File: config.mk
export PLATFORM = sky130hd
export DESIGN_NAME = if_fetch_unit
export DESIGN_NICKNAME = d
export VERILOG_FILES = /design/src/rtl/if_fetch_unit.sv
export SDC_FILE = /design/constraint.sdc
export NUM_CORES = 1
export LEC_CHECK = 0
export CAP_MARGIN = 20
export CORE_MARGIN = 2
export CORE_UTILIZATION = 53
export CTS_CLUSTER_DIAMETER = 50
export DETAILED_ROUTE_END_ITERATION = 6
export GPL_ROUTABILITY_DRIVEN = 0
export GPL_TIMING_DRIVEN = 0
export PLACE_DENSITY = 0.81
export SYNTH_ARGS = -nofsm -noshare
export SYNTH_HDL_FRONTEND = slang
export SYNTH_SLANG_ARGS = --single-unit
File: constraint.sdc
create_clock -name clk -period 2.7 [get_ports clk]
set_clock_uncertainty 0.05 [all_clocks]
set_input_delay 0.405 -clock clk [delete_from_list [all_inputs] [get_ports clk]]
set_output_delay 0.405 -clock clk [all_outputs]
set_load 0.005 [all_outputs]
File: src/rtl/if_fetch_unit.sv
// Instruction fetch: owns the PC, issues variable-latency imem requests and feeds IF/ID via a
// registered output buffer plus one skid entry; redirects squash wrong-path fetches, including in-flight ones.
module if_fetch_unit #(
  parameter logic [31:0] RESET_PC = 32'h0000_0000
) (
  input  logic        clk,
  input  logic        reset,
  input  logic        stall,
  input  logic        redirect_valid,
  input  logic [31:0] redirect_pc,
  output logic        imem_req,
  output logic [31:0] imem_addr,
  input  logic        imem_ack,
  input  logic [31:0] imem_rdata,
  output logic [31:0] Instruction_Out,
  output logic [31:0] PC_Out,
  output logic [31:0] PC_4_Out,
  output logic        Valid_Out
);

  typedef enum logic [1:0] {
    S_REQ  = 2'd0,
    S_HOLD = 2'd1,
    S_DROP = 2'd2
  } state_t;

  state_t      r_state, w_state_nxt;
  logic [31:0] r_pc, w_pc_nxt;
  logic [31:0] r_pend_pc, w_pend_pc_nxt;
  logic [31:0] r_skid_instr, w_skid_instr_nxt;
  logic [31:0] r_skid_pc, w_skid_pc_nxt;
  logic [31:0] r_out_instr, w_out_instr_nxt;
  logic [31:0] r_out_pc, w_out_pc_nxt;
  logic [31:0] r_out_pc4, w_out_pc4_nxt;
  logic        r_out_vld, w_out_vld_nxt;
  logic        w_buf_free;
  logic [31:0] w_pc_plus4;

  assign w_buf_free = !r_out_vld || !stall;
  assign w_pc_plus4 = r_pc + 32'd4;
  assign imem_req   = ((r_state == S_REQ) || (r_state == S_DROP)) && !reset;
  assign imem_addr  = r_pc;

  assign Instruction_Out = r_out_instr;
  assign PC_Out          = r_out_pc;
  assign PC_4_Out        = r_out_pc4;
  assign Valid_Out       = r_out_vld;

  always_comb begin
    w_state_nxt      = r_state;
    w_pc_nxt         = r_pc;
    w_pend_pc_nxt    = r_pend_pc;
    w_skid_instr_nxt = r_skid_instr;
    w_skid_pc_nxt    = r_skid_pc;
    w_out_instr_nxt  = r_out_instr;
    w_out_pc_nxt     = r_out_pc;
    w_out_pc4_nxt    = r_out_pc4;
    // A consumed buffer empties unless something below refills it.
    w_out_vld_nxt    = r_out_vld && stall;

    if (redirect_valid) begin
      w_out_vld_nxt = 1'b0;
      case (r_state)
        S_REQ: begin
          if (imem_ack) begin
            w_pc_nxt = redirect_pc;
          end else begin
            w_pend_pc_nxt = redirect_pc;
            w_state_nxt   = S_DROP;
          end
        end
        S_HOLD: begin
          w_pc_nxt    = redirect_pc;
          w_state_nxt = S_REQ;
        end
        S_DROP: begin
          w_pend_pc_nxt = redirect_pc;
          if (imem_ack) begin
            w_pc_nxt    = redirect_pc;
            w_state_nxt = S_REQ;
          end
        end
        default: w_state_nxt = S_REQ;
      endcase
    end else begin
      case (r_state)
        S_REQ: begin
          if (imem_ack) begin
            w_pc_nxt = w_pc_plus4;
            if (w_buf_free) begin
              w_out_instr_nxt = imem_rdata;
              w_out_pc_nxt    = r_pc;
              w_out_pc4_nxt   = w_pc_plus4;
              w_out_vld_nxt   = 1'b1;
            end else begin
              w_skid_instr_nxt = imem_rdata;
              w_skid_pc_nxt    = r_pc;
              w_state_nxt      = S_HOLD;
            end
          end
        end
        S_HOLD: begin
          if (w_buf_free) begin
            w_out_instr_nxt = r_skid_instr;
            w_out_pc_nxt    = r_skid_pc;
            w_out_pc4_nxt   = r_skid_pc + 32'd4;
            w_out_vld_nxt   = 1'b1;
            w_state_nxt     = S_REQ;
          end
        end
        S_DROP: begin
          // The in-flight wrong-path data is thrown away; restart at the redirect target.
          if (imem_ack) begin
            w_pc_nxt    = r_pend_pc;
            w_state_nxt = S_REQ;
          end
        end
        default: w_state_nxt = S_REQ;
      endcase
    end
  end

  always_ff @(posedge clk) begin
    if (reset) begin
      r_state      <= S_REQ;
      r_pc         <= RESET_PC;
      r_pend_pc    <= 32'd0;
      r_skid_instr <= 32'd0;
      r_skid_pc    <= 32'd0;
      r_out_instr  <= 32'd0;
      r_out_pc     <= 32'd0;
      r_out_pc4    <= 32'd0;
      r_out_vld    <= 1'b0;
    end else begin
      r_state      <= w_state_nxt;
      r_pc         <= w_pc_nxt;
      r_pend_pc    <= w_pend_pc_nxt;
      r_skid_instr <= w_skid_instr_nxt;
      r_skid_pc    <= w_skid_pc_nxt;
      r_out_instr  <= w_out_instr_nxt;
      r_out_pc     <= w_out_pc_nxt;
      r_out_pc4    <= w_out_pc4_nxt;
      r_out_vld    <= w_out_vld_nxt;
    end
  end

endmodule

==> summary.md, run 1 <==
| Metric | Value |
|---|---|
| Library cells used by synthesis | 67 |
| Hold Path Class | primary input to flip-flop |
| Post-synth ARST share | 0% |
| Layout Nets | 1750 |
| Initial antenna violation count | 0 |
| Combinational group share of total power | 12.8% |
| WHS Path Cells | 3 |
| ANT nets after route | 0 |
| Switching power total | 2.15 mW |
| Cell Count Post-Placement | 1918 |
| Synthesis warning total | 0 |
| Chip height | 147 um |
| RSZ-0062 raised after global routing | no |
| R2r worst-path depth | 7 |
| Post-synth EDFFs | 0 |
| Clock power share | 43.7% |
| Sequential share of power | 43.5% |
| Filler cell count | 1695 |
| CTS tree | done |
| Worst EP arrival | 3.08 ns |
| Syn Std Cell Area | 10900 um^2 |
| Hold buffer count at CTS | 0 |
| Initial Util | 53.9% |
| Flops & latches, synth | 225 |
| Htree depth | 1 |
| IO Pins | 199 |
| Largest net degree at the start of global routing | 14 |
| DR pass1 iterations | 6 |
| Req. time, crit path | 3.11 ns |
| Core footprint | 20200 um^2 |
| DR iter-0 viols | 1571 |
| Worst hold endpoint | r_pend_pc[2] |
| DIE AREA | 21700 um^2 |
| Worst setup SP type | flip-flop |
| Clk_lat worst skew | 0.53 ns |
| Final Cycle Share | 98.8% |
| R2R Path Start | r_state[1] |
| Leak Pwr | 4.81 nW |
| Reg-to-Reg End | r_skid_pc[6] |
| F_max | 375 MHz |
| Top_reg_cell synth | dfxtp_1 |
| Vias in the first global route | 10900 |
| DR vias/cell | 6.15 |
| Total wire length | 39000 um |
| # port buffers | 197 |
| Final Hold Slack | 0.400 ns |
| GR Overflow Total | 0 |
| Tot GR Track Use | 34.8% |
| Endpoints failing setup | 0 |
| FP Rows | 52 |
| Final Instance Count excl. Fillers | 1969 |
| Layout cells sized above 1 | 5.89% |
| Setup ws final | 0.0315 ns |
| Worst vdd ir | 0.457 mV |
| Average wire per standard cell | 19.8 um |
| Switching share of power | 26.0% |
| Root Buffer | clkbuf_16 |
| Die W | 147 um |
| DRC | 0 |
| CTS buffer count | 26 |
| MaxCap Viol Count | 0 |
| Synth-to-layout area growth | 29.7% |
| Ant diodes | 0 |
| Syn Nets | 1521 |
| Clock sink count | 225 |
| Power density over the cells | 585 nW/um^2 |
| Peak fanout along the critical path | 10 |
| Status | finished clean |
| Worst R2R Setup Slack | 0.03 ns |
| Max Buffers Root-to-Sink | 3 |
| CTS clk-pin slew, worst paths | 0.06 ns |
| Tightest Pin Transition | 0.928 ns |
| Worst Min Path Start | redirect_pc[2] |
| Via count | 12100 |
| Synth Area per Inst | 7.50 um^2 |
| Global-route wire length before repair | 60000 um |
| Post-synthesis sequential area ratio | 41.4% |
| Detailed placer's ending HPWL | 27800 um |
| Cells after Synth | 1450 |
| Final Slew Violations | 0 |
| Internal power | 6.11 mW |
| Crit path time final | 2.67 ns |
| Final Hold Viols | 0 |
| Crit end category | flip-flop |
| Placement Setup Slack | -0.588 ns |
| Relative slew slack | 37.8% |
| Crit Path Class | flip-flop to flip-flop |
==> timing repair <==
item                                    4_1_cts  5_1_grt
gates resized for setup                       3        7
pin swaps                                     0        1
setup buffers                                 0        3
endpoints found under the setup margin        3       40
cloned                                        0        0
==> worst max path at each step <==
stage                            start       endpoint  slack (ns)  cells after the start
after global placement        imem_ack    PC_4_Out[8]       -0.62                      7
after CTS                   r_state[0]    PC_4_Out[8]        0.03                      8
after detailed placement      imem_ack    PC_4_Out[8]       -0.59                      7
after global routing        r_state[1]  imem_addr[31]       0.009                      8
final                       r_state[1]   r_skid_pc[6]        0.03                      7
after floorplan           imem_addr[2]   PC_4_Out[24]        0.57                      7
==> logic make-up (layout without fill, tap and decap cells) <==
| family | Yosys count | in the layout | share of synthesized area (%) |
|---|---|---|---|
| adder cells (fa/ha/maj) | 2 | 2 | 0.230 |
| buffers and inverters | 149 | 398 | 5.46 |
| multiplexers | 2 | 2 | 0.184 |
| XOR/XNOR | 29 | 29 | 2.34 |
| AND/OR/NAND/NOR | 687 | 687 | 28.9 |
| AO/OA/AOI/OAI | 356 | 356 | 21.5 |
| flip-flops | 225 | 225 | 41.4 |
==> final cells by class <==
type                    count  area [um^2]  area share, %
well taps                 270          338           2.39
plain buffers             138          561           3.97
clock inverters            11          119          0.843
multi-input cells        1076         5780           41.0
inverters                  11         41.3          0.293
clock buffers              37          763           5.41
flip-flops and latches    225         4510           31.9
repair buffers            201         2000           14.2
==> critical path, stage by stage, from the launching register on <==
cell	delay [ns]
dfxtp_1	0.32
clkbuf_1	0.34
nand2b_1	0.25
or4_1	0.14
clkbuf_1	0.62
clkbuf_1	0.58
nand2_1	0.13
a21oi_1	0.17
==> stage by stage <==
stage	setup TNS, ns	instance area [um^2]	utilization (%)	power (mW)
after floorplan	0	10900	-	4.12
after global placement	-40.55	13200	65.4	4.66
after detailed placement	-38.37	13200	65.4	4.68
after CTS	0	14100	69.8	8.22
after global routing	0	14100	69.9	8.49
final	0	14100	69.9	8.26
==> sequential cells by signal (all words and copies together) (netlist names) <==
name and count:
Instruction_Out 32, PC_4_Out 30, PC_Out 32, Valid_Out 1, imem_addr 32, r_pend_pc 32, r_skid_instr 32, r_skid_pc 32
r_state 2
==> power groups by stage <==
stage,sequential (mW),combinational (mW),clock [mW]
finish,3.59,1.05,3.61
global route,3.61,1.13,3.76
CTS,3.59,1.03,3.60
detailed placement,3.66,1.02,0
global placement,3.66,1.01,0
floorplan,3.63,0.481,0
==> routing by layer <==
layer  wire length, um  vias up  part of all wire, %  GRT usage, %
met4              1650        0                  4.2          13.2
met3              4520      130                   12          6.37
met1             15500     5604                   40          47.6
met2             17400      810                   45          54.8
li1                  -     5574                    -             -
met5                 0        -                    0             0
==> layout by cell type (no fill, tap or decap), types with 30 or more instances in the layout <==
master,count
nand2_1,386
dfxtp_1,224
clkdlybuf4s50_1,197
a21oi_1,135
nor2_1,119
clkbuf_1,106
a311oi_1,70
o21ai_0,51
nand3_1,42
nor3_1,30
==> synth_stat cells, drive strengths merged (2+ instances only) <==
cell type,number,area (um^2)
nand2,387,1470
dfxtp,225,4500
a21oi,135,676
nor2,122,465
clkbuf,108,408
a311oi,70,613
o21ai,52,260
nand3,43,220
nor3,31,166
buf,30,145
nand4,26,244
a211oi,23,173
xnor2,15,131
nor4,14,124
xor2,14,123
a31oi,13,81.3
and3,12,75.1
o211ai,12,90.1
inv,11,41.3
and4,10,88.8
or3,10,62.6
or4,9,67.6
o31ai,8,60.1
a32o,5,50.1
and2,5,31.3
nor2b,5,31.3
o221ai,5,43.8
o31a,5,43.8
a21o,4,30.0
a221oi,4,35.0
o32ai,4,35.0
a31o,3,26.3
nand2b,3,18.8
o2111ai,3,26.3
or2,3,18.8
a2111oi,2,23.8
a21boi,2,15.0
ha,2,25.0
mux2i,2,20.0
nand3b,2,15.0
nor3b,2,15.0
Power figures use the tool's default switching activity.
==> run 2, diff against run 1 <==
- CORE_UTILIZATION: 53 -> 55
- CTS_BUF_LIST: default -> sky130_fd_sc_hd__clkbuf_4
- PLACE_DENSITY: 0.81 -> 0.83
==> run 2 against run 1 <==
  * Routed wire length shrank 2.4%
  * Largest cell class unchanged
  * Worst hold slack got worse by 0.15 ns
  * Cell count rose by 1.9%
  * Critical path depth down 1
  * Global-route usage up 0.93 points
  * Maximum frequency is essentially flat
  * Power is 11% lower
  * Highest routed layer unchanged
  * Design area decreased by 1.8%
==> summary.md, run 2 (synthesis results as in run 1) <==
| Metric | Value |
|---|---|
| Switching share of power | 28.2% (+2.2 points) |
| Cell Count Post-Placement | 1912 (-0.31%) |
| FP Rows | 51 (-1.9%) |
| Relative slew slack | 35.9% (-2.0 points) |
| Detailed placer's ending HPWL | 27800 um (-0.19%) |
| Layout cells sized above 1 | 7.82% (+1.9 points) |
| Largest net degree at the start of global routing | 15 (+1) |
| Final Hold Viols | 0 (unchanged) |
| Global-route wire length before repair | 58100 um (-3.2%) |
| Worst R2R Setup Slack | 0.03 ns (about the same) |
| DR iter-0 viols | 1709 (+8.8%) |
| Worst setup SP type | flip-flop |
| Average wire per standard cell | 19.0 um (-4.2%) |
| Synth-to-layout area growth | 27.4% |
| RSZ-0062 raised after global routing | yes |
| Leak Pwr | 4.75 nW (-1.1%) |
| Sequential share of power | 48.9% (+5.4 points) |
| Worst EP arrival | 3.18 ns (+0.10 ns) |
| Die W | 145 um (-1.8%) |
| Htree depth | 2 (+1) |
| CTS buffer count | 56 (+120%) |
| Post-route cell area | 13900 um^2 (-1.8%) |
| Total wire length | 38100 um (-2.4%) |
| # port buffers | 197 (unchanged) |
| GR Overflow Total | 0 (unchanged) |
| DIE AREA | 20900 um^2 (-3.5%) |
| Crit end category | flip-flop |
| DR vias/cell | 6.08 (-1.2%) |
| Initial Util | 55.9% (+2.0 points) |
| F_max | 375 MHz (about the same) |
| Layout Nets | 1778 (+1.6%) |
| IO Pins | 199 (unchanged) |
| Final Hold Slack | 0.253 ns (-0.147 ns) |
| Crit Path Class | flip-flop to flip-flop |
| Clock power share | 36.8% (-6.9 points) |
| Via count | 12200 (+0.68%) |
| Req. time, crit path | 3.21 ns (+0.10 ns) |
| Final Cycle Share | 98.8% (about the same) |
| MaxCap Viol Count | 0 (unchanged) |
| Endpoints failing setup | 0 (unchanged) |
| Clk_lat worst skew | 0.69 ns (+0.16 ns) |
| Final Instance Count excl. Fillers | 2006 (+1.9%) |
| DR pass1 iterations | 6 (unchanged) |
| Initial antenna violation count | 1 (+1) |
| Commonest non-fill, non-tap cells in the layout | 386 x nand2_1, 225 x dfxtp_1, 197 x clkdlybuf4s50_1 |
| Max Buffers Root-to-Sink | 3 (unchanged) |
| Tot Pwr | 7.34 mW (-11%) |
| Clock sink count | 225 (unchanged) |
| Worst vdd ir | 0.332 mV (-27%) |
| DRC | 0 (unchanged) |
| DP Area | 13200 um^2 (about the same) |
| Power density over the cells | 530 nW/um^2 (-9.5%) |
| Status | finished clean |
| Vias in the first global route | 10900 (-0.15%) |
| Switching power total | 2.07 mW (-3.7%) |
| Commonest non-fill, non-tap cell in the layout | nand2_1 |
| Internal power | 5.27 mW (-14%) |
| Chip height | 145 um (-1.8%) |
| CTS clk-pin slew, worst paths | 0.07 ns (about the same) |
| Core footprint | 19500 um^2 (-3.5%) |
| Filler cell count | 1652 (-2.5%) |
| Final Slew Violations | 0 (unchanged) |
| Root Buffer | clkbuf_4 |
| Crit path time final | 2.67 ns (-0.00219 ns) |
| CTS tree | done |
| Final TNS setup | 0 ns (unchanged) |
| Peak fanout along the critical path | 10 (unchanged) |
| Hold buffer count at CTS | 0 (unchanged) |
| Tightest Pin Transition | 0.955 ns (+0.0265 ns) |
| Combinational group share of total power | 14.3% (+1.5 points) |
| Hold Path Class | primary input to flip-flop |
| ANT nets after route | 0 (unchanged) |
| Tot GR Track Use | 35.7% (+0.93 points) |
==> run 2: cell count changes in the layout (fill, tap and decap cells not counted), moves of 5 or more <==
cell,change
clkbuf_4,+79
clkbuf_16,-27
clkinv_1,+10
clkbuf_1,-8
clkbuf_8,-5
clkinv_2,-5
==> run 2: stage by stage <==
stage	util, %	setup slack (ns)
6_report	71.2	0.0336
5_1_grt	71.2	-0.0181
3_3_place_gp	67.7	-0.545
4_1_cts	71.1	0.0184
3_5_place_dp	67.8	-0.623
2_1_floorplan	-	0.570
==> run 2: layout make-up <==
class | instances | area (um^2) | area share, %
antenna | 1 | 2.50 | 0.0181
buffer | 137 | 557 | 4.02
clock buffer | 79 | 593 | 4.28
clock inverter | 12 | 45.0 | 0.325
inverter | 11 | 41.3 | 0.298
multi-input combinational | 1076 | 5790 | 41.8
sequential | 225 | 4500 | 32.5
tap | 265 | 332 | 2.39
timing repair buffer | 200 | 1990 | 14.4
==> run 2: timing repair <==
item	4_1_cts	5_1_grt
pin swaps	0	1
setup buffers	0	3
resized for setup	3	8
setup endpoints to repair	4	83
==> run 2: power groups by stage <==
stage | clock network (mW) | registers [mW] | logic [mW]
5_1_grt | 2.86 | 3.60 | 1.13
3_5_place_dp | 0 | 3.66 | 1.02
3_3_place_gp | 0 | 3.65 | 1.00
4_1_cts | 2.68 | 3.58 | 1.03
2_1_floorplan | 0 | 3.63 | 0.481
6_report | 2.70 | 3.59 | 1.05
==> run 2: path summary, 6_finish.rpt <==
| path | startpoint | end | depth (start not counted) |
|---|---|---|---|
| worst max-delay path | imem_addr[3] | imem_addr[26] | 6 |
| worst min-delay path | imem_rdata[24] | r_skid_instr[24] | 3 |
| worst max register to register | imem_addr[3] | imem_addr[26] | 6 |
| worst min register to register | r_pend_pc[25] | r_pend_pc[25] | 2 |
==> run 2: worst max-delay path, stage by stage (launching register included) <==
cell,delay (ns)
dfxtp_1,0.56
ha_1,0.37
nand4_4,0.20
nor2_2,0.52
and3_1,0.38
o22ai_1,0.11
a221o_1,0.37
==> run 2: per-layer routing <==
metal	GRT usage (%)	wire length (um)
met5	0	0
met4	15.6	1800
met3	7.19	4790
met2	55.4	16900
met1	48.3	14600
==> run 3, diff against run 2 <==
- GPL_TIMING_DRIVEN: 0 -> default
==> run 3 against run 2 <==
  * Clock power grew 5%
  * Combinational power shrank 4%
  * Via count shrank 6.0%
  * Sequential cell count is the same
  * Sequential share of layout area shrank 0.067 points
  * Power grew 1.3%
  * Worst hold slack lost 0.099 ns
  * Non-clock buffer count shrank 84
  * Largest cell class unchanged
==> summary.md, run 3 (synthesis results as in run 1) <==
| Metric | Value |
|---|---|
| Worst Min Path Start | reset |
| Final Cycle Share | 88.5% (-10 points) |
| ANT nets after route | 0 (unchanged) |
| CTS resizes | 0 (-3) |
| Final Instance Count excl. Fillers | 1928 (-3.9%) |
| Detailed placer's ending HPWL | 22800 um (-18%) |
| # port buffers | 198 (+0.51%) |
| FP Rows | 51 (unchanged) |
| Average wire per standard cell | 17.3 um (-8.7%) |
| Tightest Pin Transition | 0.760 ns (-0.195 ns) |
| R2r worst-path depth | 5 (-1) |
| Top delay family on crit path | flip-flops |
| WHS Path Cells | 2 (-1) |
| Final TNS setup | 0 ns (unchanged) |
| CTS buffer count | 57 (+1.8%) |
| Leak Pwr | 4.82 nW (+1.5%) |
| Worst hold endpoint | PC_Out[2] |
| DR iter-0 viols | 1217 (-29%) |
| DIE AREA | 20900 um^2 (unchanged) |
| Chip height | 145 um (unchanged) |
| Core footprint | 19500 um^2 (unchanged) |
| Buf+Inv Stages, Crit Path | 1 (+1) |
| Worst setup SP type | flip-flop |
| Peak fanout along the critical path | 9 (-1) |
| Layout Nets | 1695 (-4.7%) |
| CP max-delay cell | dfxtp_1 |
| Vias in the first global route | 10200 (-6.3%) |
| Tot GR Track Use | 31.1% (-4.6 points) |
| Status | finished clean |
| DR vias/cell | 5.95 (-2.2%) |
| R2R Path Start | imem_addr[8] |
| Clock sink count | 225 (unchanged) |
| Largest net degree at the start of global routing | 73 (+58) |
| Reg-to-Reg End | imem_addr[20] |
| MaxCap Viol Count | 0 (unchanged) |
| Tot Pwr | 7.43 mW (+1.3%) |
| CTS tree | done |
| Endpoints failing setup | 0 (unchanged) |
| Via count | 11500 (-6.0%) |
| Crit Path Class | flip-flop to primary output |
| Crit path cell chain | clkdlybuf4s50_1 |
| Post-CTS Setup Bufs | 0 (unchanged) |
| Power density over the cells | 535 nW/um^2 (+1.1%) |
| Worst vdd ir | 0.294 mV (-11%) |
| Initial antenna violation count | 1 (unchanged) |
| Initial Util | 55.9% (unchanged) |
| Final Slew Violations | 0 (unchanged) |
| Slowest stage delay, CP | 0.63 ns (+0.07 ns) |
| Global-route wire length before repair | 52200 um (-10%) |
| Commonest non-fill, non-tap cell in the layout | nand2_1 |
| IO Pins | 199 (unchanged) |
| DR pass1 iterations | 5 (-1) |
| GR Overflow Total | 0 (unchanged) |
| Req. time, crit path | 2.25 ns (-0.96 ns) |
| Cell Count Post-Placement | 1830 (-4.3%) |
| CTS clk-pin slew, worst paths | 0.08 ns (about the same) |
| Max Buffers Root-to-Sink | 3 (unchanged) |
| Die W | 145 um (unchanged) |
| Crit path time final | 2.39 ns (-0.276 ns) |
| Final Hold Viols | 0 (unchanged) |
| Layout cells sized above 1 | 10.5% (+2.7 points) |
| Relative slew slack | 49.3% (+13 points) |
| Synth-to-layout area growth | 27.7% |
| DRC | 0 (unchanged) |
| Total wire length | 33400 um (-12%) |
| Htree depth | 2 (unchanged) |
| F_max | 418 MHz (+12%) |
| Worst R2R Setup Slack | 0.35 ns (+0.32 ns) |
| Filler cell count | 1575 (-4.7%) |
| Worst EP arrival | 1.94 ns (-1.24 ns) |
| Crit end category | primary output |
| Commonest non-fill, non-tap cells in the layout | 386 x nand2_1, 225 x dfxtp_1, 196 x clkdlybuf4s50_1 |
| Hold buffer count at CTS | 0 (unchanged) |
| Hold Path Class | primary input to flip-flop |
| Root Buffer | clkbuf_4 |
| RSZ-0062 raised after global routing | no |
| Clk_lat worst skew | 0.67 ns (-0.02 ns) |
run 3: cell types whose count changed in the layout (fill, tap and decap cells not counted), sizes merged:
cell / change
clkinv: -3
buf: +22
clkdlybuf4s50: -1
inv: -2
clkbuf: -94
run 3: routing by layer:
layer	GRT usage [%]	wire [um]	share of wire (%)	vias to the layer above
met5	0	0	0	-
met4	11.0	827	2.5	0
met3	5.36	3040	9.1	74
met2	48.2	15400	46	591
met1	43.6	14100	42	5305
li1	-	-	-	5503
run 3: worst max path at each step:
stage,startpoint,to,slack (ns),cells past startpoint
floorplan,imem_addr[2],PC_4_Out[24],0.57,7
global placement,imem_ack,imem_addr[11],0.25,6
detailed placement,imem_ack,imem_addr[11],0.20,6
CTS,imem_addr[25],imem_addr[25],0.31,1
global route,imem_addr[8],imem_addr[18],0.26,6
finish,imem_addr[26],imem_addr[26],0.31,1
run 3: stage by stage:
stage | area, um^2 | utilization [%] | setup slack [ns] | hold slack, ns
floorplan | 10900 | - | 0.570 | 0.382
global placement | 13200 | 67.7 | 0.249 | 0.387
detailed placement | 13200 | 67.7 | 0.197 | 0.392
CTS | 13900 | 71.3 | 0.309 | 0.112
global route | 13900 | 71.3 | 0.256 | 0.151
finish | 13900 | 71.3 | 0.309 | 0.153
run 3: where the power goes:
part           internal (mW)  switching [mW]
logic                  0.497           0.509
clock network           1.49            1.34
registers               3.46           0.133
run 3: final cells by class:
class / instances / area, um^2 / area share (%)
inverter: 11 / 41.3 / 0.297
tap: 265 / 332 / 2.39
clock buffer: 90 / 676 / 4.87
timing repair buffer: 253 / 2480 / 17.9
antenna: 1 / 2.50 / 0.0180
clock inverter: 7 / 27.5 / 0.198
sequential: 225 / 4500 / 32.4
multi-input combinational: 1076 / 5820 / 41.9
